===== src/rtl/sigma_delta_adc.sv =====
// Sigma-delta ADC back end: bitstream synchroniser, 1-bit feedback register and sinc2 CIC decimator.
// Optional ready/valid output handshake with sticky OVERRUN is enabled by defining SDADC_HANDSHAKE_EN.
module sigma_delta_adc #(
  parameter int LOG2R = 8,
  parameter int OUTW  = 16
) (
  input  logic            CLK,
  input  logic            RESET_N,
  input  logic            CEN,
  input  logic            BITin,
  output logic            FBout,
  output logic [OUTW-1:0] ADCout,
  output logic            ADCvalid
`ifdef SDADC_HANDSHAKE_EN
  ,
  input  logic            ADCready,
  output logic            OVERRUN
`endif
);

  localparam int W  = 2 * LOG2R + 1;
  localparam int YW = 2 * LOG2R;

  typedef logic [W-1:0] acc_t;

  logic             s1_q, s1_d, s2_q, s2_d;
  logic             fb_q, fb_d;
  acc_t             i1_q, i1_d, i2_q, i2_d;
  acc_t             i2d_q, i2d_d, c1d_q, c1d_d;
  logic [LOG2R-1:0] cnt_q, cnt_d;
  logic [1:0]       warm_q, warm_d;
  logic [OUTW-1:0]  out_q, out_d;
  logic             valid_q, valid_d;
`ifdef SDADC_HANDSHAKE_EN
  logic             ovr_q, ovr_d;
`endif

  acc_t             c1_n, y_n;
  logic [YW-1:0]    ys;
  logic             tick, sample;

  always_comb begin
    // NOTE: every signal gets its default first so no path leaves it unassigned (no latch inference).
    s1_d    = BITin;
    s2_d    = s1_q;
    fb_d    = fb_q;
    i1_d    = i1_q;
    i2_d    = i2_q;
    i2d_d   = i2d_q;
    c1d_d   = c1d_q;
    cnt_d   = cnt_q;
    warm_d  = warm_q;
    out_d   = out_q;
    valid_d = valid_q;
`ifdef SDADC_HANDSHAKE_EN
    ovr_d   = ovr_q;
`endif

    tick   = CEN && (&cnt_q);
    sample = tick && (warm_q == 2'd2);

    // Comb stages are exact modulo 2**W, so integrator wrap-around cancels out.
    c1_n = i2_q - i2d_q;
    y_n  = c1_n - c1d_q;
    // Only the all-ones density reaches R*R, which needs the extra top bit; clamp it to full scale.
    ys   = y_n[W-1] ? '1 : y_n[YW-1:0];

    if (CEN) begin
      fb_d  = s2_q;
      i1_d  = i1_q + acc_t'(s2_q);
      i2_d  = i2_q + i1_q;
      cnt_d = cnt_q + LOG2R'(1);
    end

    if (tick) begin
      i2d_d = i2_q;
      c1d_d = c1_n;
      if (warm_q != 2'd2) warm_d = warm_q + 2'd1;
    end

    if (sample) out_d = OUTW'(ys) << (OUTW - YW);

`ifdef SDADC_HANDSHAKE_EN
    if (valid_q && ADCready) valid_d = 1'b0;
    if (sample) begin
      valid_d = 1'b1;
      if (valid_q && !ADCready) ovr_d = 1'b1;
    end
`else
    valid_d = sample;
`endif
  end

  always_ff @(posedge CLK or negedge RESET_N) begin
    if (!RESET_N) begin
      s1_q    <= 1'b0;
      s2_q    <= 1'b0;
      fb_q    <= 1'b0;
      i1_q    <= '0;
      i2_q    <= '0;
      i2d_q   <= '0;
      c1d_q   <= '0;
      cnt_q   <= '0;
      warm_q  <= '0;
      out_q   <= '0;
      valid_q <= 1'b0;
`ifdef SDADC_HANDSHAKE_EN
      ovr_q   <= 1'b0;
`endif
    end else begin
      // NOTE: non-blocking assignments so every flop samples the pre-edge value of its neighbours.
      s1_q    <= s1_d;
      s2_q    <= s2_d;
      fb_q    <= fb_d;
      i1_q    <= i1_d;
      i2_q    <= i2_d;
      i2d_q   <= i2d_d;
      c1d_q   <= c1d_d;
      cnt_q   <= cnt_d;
      warm_q  <= warm_d;
      out_q   <= out_d;
      valid_q <= valid_d;
`ifdef SDADC_HANDSHAKE_EN
      ovr_q   <= ovr_d;
`endif
    end
  end

  assign FBout    = fb_q;
  assign ADCout   = out_q;
  assign ADCvalid = valid_q;
`ifdef SDADC_HANDSHAKE_EN
  assign OVERRUN  = ovr_q;
`endif

endmodule


===== config.mk =====
export PLATFORM = sky130hd
export DESIGN_NAME = sigma_delta_adc
export DESIGN_NICKNAME = d
export VERILOG_FILES = /design/src/rtl/sigma_delta_adc.sv
export SDC_FILE = /design/constraint.sdc
export NUM_CORES = 1
export LEC_CHECK = 0
export ABC_AREA = 0
export ABC_CLOCK_PERIOD_IN_PS = 5060
export BUFFER_PORTS_ARGS = -buffer_cell sky130_fd_sc_hd__buf_2
export CORE_MARGIN = 10
export CORE_UTILIZATION = 60
export CTS_CLUSTER_SIZE = 25
export DETAILED_ROUTE_END_ITERATION = 7
export PLACE_DENSITY_LB_ADDON = 0.1
export SYNTH_ARGS = -nofsm -noshare
export SYNTH_HDL_FRONTEND = slang
export SYNTH_SLANG_ARGS = --single-unit

===== constraint.sdc =====
create_clock -name CLK -period 5.06 [get_ports CLK]
set_input_delay 0.759 -clock CLK [delete_from_list [all_inputs] [get_ports CLK]]
set_output_delay 0.759 -clock CLK [all_outputs]
set_load 0.005 [all_outputs]

# After elaboration in Yosys (flattened, before gate mapping)
# Cells that the tools add are included.
# W data, S select, Z words.
# totals
ff_bits,98
wordCells,24
inputBits,4
out_inout_bits,18
# classes
eq_ne,2
mux,1
reduce_logical,4
addsub,6
# ops
cell,n
$sub A17 B17 Y17,2
$add A17 B1 Y17,1
$add A17 B17 Y17,1
$mux W16,1
$add A8 B1 Y8 const B,1
$reduce_and A8 Y1,1
$add A2 B1 Y2 const B,1
$eq A2 B2 Y1 const B,1
$logic_and A1 B1 Y1,2
$ne A2 B2 Y1 const B,1
$reduce_and A2 Y1,1

# Logic depth before layout (Yosys ltp)
# Gate-level depths: netlist of the first run.
# logic_depth
ltp_word,3
depth_mapped,19
mapped_depth_nobuf,18

# Worst setup path after synthesis of the first run
# OpenSTA, ideal clock, no wires.
# synth_timing
kind,reg2reg
from,register i2_q[0]
to,"register out_q[5], in the netlist ADCout[5]"
setup_time_ns,0.143
setup_slack_ns,1.108
arrival_ns,3.809
n_path_buf,1
stages_incl_launch_ff,19
cell_sequence,dfrtp_1 > inv_1 > ha_1 > inv_1 > fa_1 > a21oi_1 > o2111ai_1 > and4_1 > nor2_1 > xnor2_1 > ha_1 > a211oi_2 > o211ai_1 > a31o_1 > a221oi_2 > xnor3_1 > xor2_2 > buf_6 > a31oi_2
# synth_via
elab_chain_len,3
# synth_rtl
item,line_no,rtl
from (decl),28,"acc_t i1_q, i1_d, i2_q, i2_d;"
from (signal assigned),116,i2_q <= i2_d;
$sub A17 B17 Y17,63,c1_n = i2_q - i2d_q;
named net c1_n[12],38,"acc_t c1_n, y_n;"
$sub A17 B17 Y17,64,y_n = c1_n - c1d_q;
$mux W16,66,ys = y_n[W-1] ? '1 : y_n[YW-1:0];
to (signal assigned),121,out_q <= out_d;
to (decl),32,"logic [OUTW-1:0] out_q, out_d;"
# The timed path passes the listed nets, and every way through them passes these cells.
# A chain may end at the register's enable or synchronous reset.

# Worst setup path in the final report of the first run
# layout_timing
from,register i2_q[0]
to,"register out_q[11], in the netlist ADCout[11]"
# Same word-level chain as after synthesis.

==> results.json, run 1 <==
{
  "status": "finished clean",
  "min_period_ps": 4640,
  "clockBufferDepth": 2,
  "io_pins": 22,
  "finalPower_mw": 2.59,
  "avgSynthCellArea_sq_um": 9.47,
  "timing.fmax_mhz": 216,
  "seq_area_frac_synth_pct": 39.8,
  "gr-total-overflow": 0,
  "syn_nets": 710,
  "grt_max_degree": 55,
  "final_common_cell": "dfrtp_1",
  "max_slew_margin_pct": 31.0,
  "wl_per_cell_um": 14.8,
  "fin_cells": 802,
  "routed_wl_um": 11900,
  "synth_area_sq_um": 6160,
  "fp.dieH_um": 121,
  "synth-seq-cells": 98,
  "worst_slew_pin_slew_ps": 1030,
  "row_count": 36,
  "hold_path.class": "flop to flop",
  "hold_path_depth": 0,
  "utilization_pct": 66.0,
  "ys_warn_count": 0,
  "num_vias": 4676,
  "area_growth_pct": 6.17,
  "placedCellCount": 788,
  "ir_drop_v": 0.000228,
  "seqPwrFrac_pct": 38.5,
  "antenna_found_initial": 0,
  "clk_pin_slew_ps": 90,
  "layout-drive-gt1-share_pct": 9.42,
  "crit_path_start_kind": "flop",
  "hold_buffers": 0,
  "dr.pass1.iters": 4,
  "first_global_vias": 4609,
  "die_area_sq_um": 14700,
  "timing.rr.start": "i2_q[0]$_DFFE_PN0P_",
  "setup_violations": 0,
  "initial_utilization_pct": 62.2,
  "comb_power_share_pct": 43.8,
  "finalHoldViolations": 0,
  "dpl_cell_area_sq_um": 6370,
  "worstPathRequired_ps": 5250,
  "synth_top_area_cell": "dfrtp_1",
  "holdWs_ps": 363,
  "skew_ps": 10.2,
  "power.share.switching_pct": 38.8,
  "layout_common_cells": "98 x dfrtp_1, 60 x nand2_1, 52 x ha_1, 49 x nor2_1",
  "worstSetupEndpointType": "flop",
  "r2r_setup_slack_ps": 420,
  "fin_area_sq_um": 6540,
  "ys_types": 64,
  "netlist_instances": 651,
  "leakage_nw": 3.27,
  "p_sw_mw": 1.01,
  "min_from": "s1_q$_DFF_PN0_",
  "r2r-end": "ADCout[11]$_DFFE_PN0P_",
  "remaining_drc_errors": 0,
  "worstPathMaxFanout": 16,
  "num_antenna_cells": 0,
  "clockRootBuffer": "clkbuf_8",
  "pwr-share-clk_pct": 17.7,
  "post-synth-top-area-fraction_pct": 39.8,
  "synth_area_leaders": "dfrtp_1 40%, ha_1 11%, xnor2_1 4.5%",
  "first_iter_violations": 272,
  "ctsResizeCount": 0,
  "drtAntennaViolNets": 0,
  "post_cts.repair.setup_buffers": 0,
  "place_ws_ps": 440,
  "p_int_mw": 1.59,
  "layout_setup_ws_ps": 425,
  "htree_levels": 3,
  "port_buffers": 21,
  "rr_worst_depth": 17,
  "powerDensity_nw_per_um2": 396,
  "synth_edf_count": 0,
  "clkLatencyLatePin_ps": 370,
  "worst-setup-path-type": "flop to flop",
  "cp_data_arrival_time_ps": 4830,
  "layout.nets": 725,
  "cts_buffers": 9,
  "rsz0062_at_grt": "false",
  "track_usage_pct": 16.8,
  "holdPathEnd": "s2_q$_DFF_PN0_",
  "cts.sinks": 98,
  "async_flop_share_pct": 100,
  "cap_violations": 0,
  "report.final.slew_viol_count": 0,
  "gp_congestion": 0.865,
  "dpl.hpwl_um": 8830,
  "coreArea_sq_um": 9910,
  "grt_first_pass_wirelength_um": 20600,
  "fin_crit_sh_pct": 91.6,
  "via_per_inst": 5.83,
  "synth-main-ff-cell": "dfrtp_1",
  "tns_ps": 0,
  "cts_tree": "yes",
  "die_width_um": 121
}
## worst max path at each step
| stage | cells after the start | slack [ps] | startpoint | to |
|---|---|---|---|---|
| floorplan | 18 | 1110 | i2_q[0]$_DFFE_PN0P_ | ADCout[5]$_DFFE_PN0P_ |
| global placement | 17 | 650 | i2_q[0]$_DFFE_PN0P_ | ADCout[15]$_DFFE_PN0P_ |
| detailed placement | 17 | 440 | i2_q[0]$_DFFE_PN0P_ | ADCout[14]$_DFFE_PN0P_ |
| CTS | 17 | 420 | i2_q[0]$_DFFE_PN0P_ | ADCout[14]$_DFFE_PN0P_ |
| global route | 17 | 120 | i2_q[0]$_DFFE_PN0P_ | ADCout[8]$_DFFE_PN0P_ |
| finish | 17 | 420 | i2_q[0]$_DFFE_PN0P_ | ADCout[11]$_DFFE_PN0P_ |
## power by group through the flow
stage / logic, mW / registers [mW] / clock network [mW]
5_1_grt: 1.28 / 1.01 / 0.498
6_report: 1.14 / 0.998 / 0.459
3_5_place_dp: 1.11 / 1.01 / 0
4_1_cts: 1.13 / 0.996 / 0.472
2_1_floorplan: 0.915 / 0.976 / 0
3_3_place_gp: 1.08 / 1.00 / 0
## metal layers
layer  GRT usage (%)  part of all wire (%)
met5               0                     0
met4            8.27                   2.4
met3            2.56                   3.6
met2            28.4                    47
met1            20.5                    47
## kinds of logic (layout without fill, tap and decap cells)
group                      Yosys count  after routing  synth area share [%]
DFF                                 98             98                  39.8
AOI/OAI and AO/OA                  162            162                  17.8
muxes                               17             17                  3.09
xor gates and xnor gates            60             60                  8.87
buffers and inverters               66             84                  4.18
adders and majority gates           55             55                  11.5
and+or+nand+nor                    193            193                  14.8
## sequential cells by signal (all words and copies together), names as in the netlist
register / cells
c1d_q: 17
i1_q: 17
i2_q: 17
i2d_q: 17
ADCout: 16
cnt_q: 8
warm_q: 2
ADCvalid: 1
FBout: 1
s1_q: 1
s2_q: 1
## cell type report
cell class	instances	area (sq um)
clock inverter	2	13.8
timing repair buffer	24	130
multi-input combinational	487	3450
inverter	46	173
clock buffer	12	155
sequential	98	2450
fill	805	3370
tap	133	166
## Yosys cell counts, types with 2 or more instances
library cell  instances
dfrtp_1              98
nand2_1              60
ha_1                 52
nor2_1               49
inv_1                46
o21ai_0              46
xnor2_1              32
xor2_1               26
a21oi_1              23
a31oi_1              19
nand3_1              18
a21o_1               17
nor3_1               17
mux2_2               16
clkbuf_1             15
and3_1               10
nand4_1               9
o21a_1                9
or3_1                 8
o31ai_1               6
nor2b_1               5
o2111ai_1             5
o211ai_1              5
a211oi_1              3
and2_1                3
and4_1                3
fa_1                  3
nand2b_1              3
a2111oi_0             2
a211o_1               2
buf_1                 2
buf_2                 2
nand3b_1              2
o2111a_1              2
o211ai_2              2
o21bai_1              2
o221ai_1              2
## critical path: stages, from the launching register on
cell and delay [ps]:
dfrtp_1 400, inv_1 90, ha_1 170, inv_1 50, fa_1 420, a21oi_1 220
o2111ai_1 210, and4_1 250, nor2_1 190, xnor2_1 180, ha_1 340, a211oi_2 280
o211ai_1 120, a31o_1 240, a221oi_2 270, xnor3_1 290, xor2_2 570, a31oi_1 160
Power figures use the tool's default switching activity.
==> run 2, diff against run 1 <==
--- a/config.mk
+++ b/config.mk
@@ -9,9 +9,10 @@
 export ABC_CLOCK_PERIOD_IN_PS = 5060
 export BUFFER_PORTS_ARGS = -buffer_cell sky130_fd_sc_hd__buf_2
 export CORE_MARGIN = 10
-export CORE_UTILIZATION = 60
+export CORE_UTILIZATION = 45
 export CTS_CLUSTER_SIZE = 25
 export DETAILED_ROUTE_END_ITERATION = 7
+export GPL_TIMING_DRIVEN = 0
 export PLACE_DENSITY_LB_ADDON = 0.1
 export SYNTH_ARGS = -nofsm -noshare
 export SYNTH_HDL_FRONTEND = slang
==> run 2 against run 1 <==
Power grew 9.4%. Clock skew is 1.9 ps lower. Wire length rose by 9.6%. Worst setup slack got worse by 4.8 ps. Largest power group unchanged. Global-route usage shrank 2.0 points. Combinational power barely moved. Sequential cell count unchanged. Maximum frequency decreased by 0.10%. Design area grew 4.1%. Register-to-register slack about the same. Final cell count grew 7.9%.
==> results.json, run 2 (synthesis gave the netlist of run 1 again) <==
{
  "status": "finished clean",
  "layout-drive-gt1-share_pct": 9.58,
  "layout.nets": 743,
  "placedCellCount": 849,
  "die_width_um": 137,
  "remaining_drc_errors": 0,
  "layout_common_cells": "98 x dfrtp_1, 60 x nand2_1, 52 x ha_1, 49 x nor2_1",
  "rsz0062_at_grt": "false",
  "die_area_sq_um": 18800,
  "cts_tree": "yes",
  "htree_levels": 3,
  "clockRootBuffer": "clkbuf_16",
  "final-seq-area_sq_um": 2450,
  "drtAntennaViolNets": 0,
  "wl_per_cell_um": 15.1,
  "tns_ps": 0,
  "final_common_cell": "dfrtp_1",
  "fillCellCount": 1291,
  "dr.pass1.iters": 4,
  "post_cts.repair.setup_buffers": 0,
  "worst-setup-path-type": "flop to flop",
  "via_per_inst": 5.36,
  "gr-total-overflow": 0,
  "ir_drop_v": 0.000195,
  "multi_input_area_sq_um": 3450,
  "leakage_nw": 3.37,
  "max_slew_margin_pct": 28.7,
  "area_growth_pct": 10.6,
  "hold_path.class": "primary input to asynchronous set/reset pin",
  "first_iter_violations": 197,
  "timing.rr.start": "i2_q[0]$_DFFE_PN0P_",
  "dpl_cell_area_sq_um": 6520,
  "min_period_ps": 4640,
  "finalPower_mw": 2.84,
  "gp_congestion": 0.783,
  "port_buffers": 21,
  "num_antenna_cells": 0,
  "clkLatencyLatePin_ps": 350,
  "dpl.hpwl_um": 10200,
  "fin_cells": 865,
  "setup_violations": 0,
  "worstSetupEndpointType": "flop",
  "worstPathMaxFanout": 10,
  "skew_ps": 8.28,
  "coreArea_sq_um": 13300,
  "fp.dieH_um": 137,
  "io_pins": 22,
  "timing.fmax_mhz": 216,
  "cpPeakStageDelay_ps": 410,
  "grt_first_pass_wirelength_um": 22500,
  "cp_data_arrival_time_ps": 4840,
  "cap_violations": 0,
  "hold_buffers": 0,
  "worst_slew_pin_slew_ps": 1040,
  "clk_pin_slew_ps": 70,
  "ctsResizeCount": 0,
  "antenna_found_initial": 0,
  "crit_start": "i2_q[0]$_DFFE_PN0P_",
  "num_vias": 4634,
  "report.final.slew_viol_count": 0,
  "cts.sinks": 98,
  "clockBufferDepth": 2,
  "slowest_stage": "fa_1",
  "grt_max_degree": 67,
  "finalHoldViolations": 0,
  "utilization_pct": 51.1,
  "worstPathRequired_ps": 5260,
  "routed_wl_um": 13000,
  "initial_utilization_pct": 46.2,
  "fin_crit_sh_pct": 91.7,
  "row_count": 42,
  "cts_buffers": 9,
  "track_usage_pct": 14.8,
  "fin_area_sq_um": 6820,
  "first_global_vias": 4704,
  "crit_path_start_kind": "flop",
  "powerDensity_nw_per_um2": 416,
  "crit_chain": "inv_1 > ha_1 > inv_1 > fa_1 > a21oi_1 > o2111ai_1 > and4_1 > nor2_1 > xnor2_1 > ha_1 > a211oi_2 > o211ai_1 > a31o_1 > a221oi_2 > xnor3_1 > xor2_2 > buf_6 > a31oi_2"
}
[run 2: changes by cell type in the layout (fill, tap and decap cells not counted), sizes merged]
cell,previous run,this run
clkinv,2,4
buf,24,27
bufinv,0,1
clkbuf,12,26
[run 2: worst max-delay path: cells and delay by family, from the launching register on]
kind            cells  cell delay (ps)
compound gates      7             1460
simple gates        2              450
flops               1              380
fa+ha+maj           3              960
buf+inv             3              400
xor+xnor            3              840
[run 2: cell type report]
type                            instances  share of cell area (%)
Inverter                               46                    2.53
Buffer                                 20                    1.25
Clock inverter                          5                   0.789
Clock buffer                           11                    3.56
Multi-Input combinational cell        487                    50.7
Timing Repair Buffer                   22                    1.98
Tap cell                              176                    3.23
Sequential cell                        98                    36.0
[run 2: where the power goes]
group | switching, mW | internal, mW | total, mW | leakage (nW)
sequential | 0.118 | 0.881 | 0.999 | 1.19
clock | 0.295 | 0.395 | 0.690 | 0.149
combinational | 0.640 | 0.507 | 1.15 | 2.03
total | 1.05 | 1.78 | 2.84 | 3.37
[run 2: per-stage QoR]
step | setup WS, ps | hold WS [ps]
after floorplan | 1110 | 331
after global placement | 530 | 332
after CTS | 396 | 352
after global routing | 99.7 | 374
final | 420 | 348
after detailed placement | 423 | 336
[run 2: path summary, 6_finish.rpt]
path                                               to  slack, ps  cells past startpoint
min in group CLK                       s2_q$_DFF_PN0_        350                      0
worst max-delay path            ADCout[5]$_DFFE_PN0P_        420                     18
worst min-delay path            ADCout[0]$_DFFE_PN0P_        350                      1
worst max register to register  ADCout[5]$_DFFE_PN0P_        420                     18
worst min register to register         s2_q$_DFF_PN0_        350                      0
max in group asynchronous        i1_q[15]$_DFFE_PN0P_       4030                      2
[run 2: metal layers]
| metal | track usage, % | wire [um] | up-vias |
|---|---|---|---|
| met3 | 2.53 | 403 | 21 |
| met5 | 0 | 0 | - |
| met2 | 25.9 | 6310 | 53 |
| li1 | - | - | 2385 |
| met4 | 6.26 | 314 | 0 |
| met1 | 17.5 | 6010 | 2175 |
==> run 3, diff against run 2 <==
--- a/config.mk
+++ b/config.mk
@@ -8,6 +8,7 @@
 export ABC_AREA = 0
 export ABC_CLOCK_PERIOD_IN_PS = 5060
 export BUFFER_PORTS_ARGS = -buffer_cell sky130_fd_sc_hd__buf_2
+export CORE_ASPECT_RATIO = 1.5
 export CORE_MARGIN = 10
 export CORE_UTILIZATION = 45
 export CTS_CLUSTER_SIZE = 25
==> run 3 against run 2 <==
Hold slack is essentially flat. Sequential share of layout area decreased by 0.20 points. Non-clock buffer count is the same. Clock-buffer cell count fell by 1. Via count grew 1.5%. Wire length grew 1.7%. Critical path depth unchanged. Final cell count decreased by 1.6%. Maximum frequency increased by 0.79%. Core utilization fell by 0.18 points. Clock skew is 1.1 ps higher.
==> results.json, run 3 (synthesis gave the netlist of run 1 again) <==
{
  "area_growth_pct": 11.2,
  "p_sw_mw": 1.06,
  "track_usage_pct": 14.8,
  "io_pins": 22,
  "seqPwrFrac_pct": 33.8,
  "ir_drop_v": 0.000210,
  "cap_violations": 0,
  "worstPathMaxFanout": 10,
  "report.final.slew_viol_count": 0,
  "cp_data_arrival_time_ps": 4800,
  "layout.nets": 743,
  "port_buffers": 21,
  "dpl_cell_area_sq_um": 6500,
  "layout_setup_ws_ps": 456,
  "holdWs_ps": 349,
  "row_count": 52,
  "crit_family": "compound AO/OA/AOI/OAI gates",
  "post_cts.repair.setup_buffers": 0,
  "wl_per_cell_um": 15.6,
  "placedCellCount": 835,
  "max_slew_margin_pct": 20.9,
  "slowest_stage": "fa_1",
  "cts_tree": "yes",
  "worst_slew_pin_slew_ps": 1160,
  "die_width_um": 116,
  "hold_path.class": "primary input to asynchronous set/reset pin",
  "powerDensity_nw_per_um2": 429,
  "tns_ps": 0,
  "dr.pass1.iters": 4,
  "fillCellCount": 1263,
  "skew_ps": 9.40,
  "setup_violations": 0,
  "finalHoldViolations": 0,
  "crit_chain": "inv_1 > ha_1 > inv_1 > fa_1 > a21oi_1 > o2111ai_1 > and4_1 > nor2_1 > xnor2_1 > ha_1 > a211oi_2 > o211ai_1 > a31o_1 > a221oi_2 > xnor3_1 > xor2_2 > buf_6 > a31oi_2",
  "final_common_cell": "dfrtp_1",
  "pwr-share-clk_pct": 27.3,
  "hold_buffers": 0,
  "critPathBufInv": 3,
  "timing.fmax_mhz": 217,
  "cts.sinks": 98,
  "via_per_inst": 5.53,
  "status": "finished clean",
  "num_vias": 4704,
  "drtAntennaViolNets": 0,
  "grt_max_degree": 69,
  "gr-total-overflow": 0,
  "ctsResizeCount": 0,
  "fin_crit_sh_pct": 91.0,
  "worstSetupEndpointType": "flop",
  "die_area_sq_um": 18900,
  "layout-drive-gt1-share_pct": 9.72,
  "clkLatencyLatePin_ps": 340,
  "antenna_found_initial": 0,
  "fin_area_sq_um": 6850,
  "rsz0062_at_grt": "false",
  "routed_wl_um": 13200,
  "fp.dieH_um": 163,
  "min_period_ps": 4600,
  "clockRootBuffer": "clkbuf_16",
  "layout_common_cells": "98 x dfrtp_1, 60 x nand2_1, 52 x ha_1, 49 x nor2_1",
  "cts_buffers": 9,
  "leakage_nw": 3.39,
  "fin_cells": 851,
  "crit_start": "i2_q[0]$_DFFE_PN0P_",
  "first_iter_violations": 163,
  "initial_utilization_pct": 45.8,
  "p_int_mw": 1.89,
  "clockBufferDepth": 2,
  "crit_path_start_kind": "flop",
  "remaining_drc_errors": 0,
  "gp_congestion": 0.878,
  "clk_pin_slew_ps": 70,
  "place_ws_ps": 438,
  "first_global_vias": 4832,
  "worstPathRequired_ps": 5250,
  "htree_levels": 3,
  "cpPeakStageDelay_ps": 410,
  "grt_first_pass_wirelength_um": 22500,
  "timing.rr.start": "i2_q[0]$_DFFE_PN0P_",
  "power.share.switching_pct": 35.9,
  "coreArea_sq_um": 13500,
  "num_antenna_cells": 0,
  "comb_power_share_pct": 38.9,
  "worst-setup-path-type": "flop to flop",
  "dpl.hpwl_um": 10300
}
run 3: changes by cell type in the layout (fill, tap and decap cells not counted), sizes merged:
cell    before  now
bufinv       1    3
inv         46   47
clkinv       4    2
clkbuf      26   25
run 3: per-layer routing:
metal / wire length [um] / track usage [%] / share of wire, % / vias up
met1: 5380 / 15.4 / 41 / 2221
met5: 0 / 0 / 0 / -
met2: 6990 / 27.5 / 53 / 66
met4: 509 / 7.57 / 3.8 / 0
li1: - / - / - / 2385
met3: 358 / 2.31 / 2.7 / 32
run 3: layout make-up:
class	instances	area, sq um	share of cell area, %
Sequential cell	98	2450	35.8
Timing Repair Buffer	22	135	1.97
Buffer	20	85.1	1.24
Clock inverter	6	113	1.64
Clock buffer	10	239	3.49
Multi-Input combinational cell	487	3450	50.4
Inverter	46	173	2.52
Tap cell	162	203	2.96
run 3: power groups by stage:
| stage | Sequential (mW) | Clock [mW] | Combinational [mW] |
|---|---|---|---|
| final | 0.996 | 0.803 | 1.14 |
| after global placement | 1.00 | 0 | 1.10 |
| after floorplan | 0.976 | 0 | 0.915 |
| after CTS | 0.994 | 0.825 | 1.15 |
| after detailed placement | 1.01 | 0 | 1.14 |
| after global routing | 1.01 | 0.855 | 1.30 |
run 3: metrics by stage:
stage	total power, mW	utilization [%]
2_1_floorplan	1.89	-
3_3_place_gp	2.10	48.0
3_5_place_dp	2.15	48.3
4_1_cts	2.97	50.9
5_1_grt	3.16	50.9
6_report	2.94	50.9
run 3: worst paths after layout:
path                                    endpoint  slack [ps]  depth (start not counted)
setup reg to reg           ADCout[5]$_DFFE_PN0P_         460                         18
hold reg to reg                   s2_q$_DFF_PN0_         370                          0
max in group asynchronous   i1_q[13]$_DFFE_PN0P_        4010                          2
hold / removal             ADCout[1]$_DFFE_PN0P_         350                          1
min in group CLK                  s2_q$_DFF_PN0_         370                          0
setup / recovery           ADCout[5]$_DFFE_PN0P_         460                         18
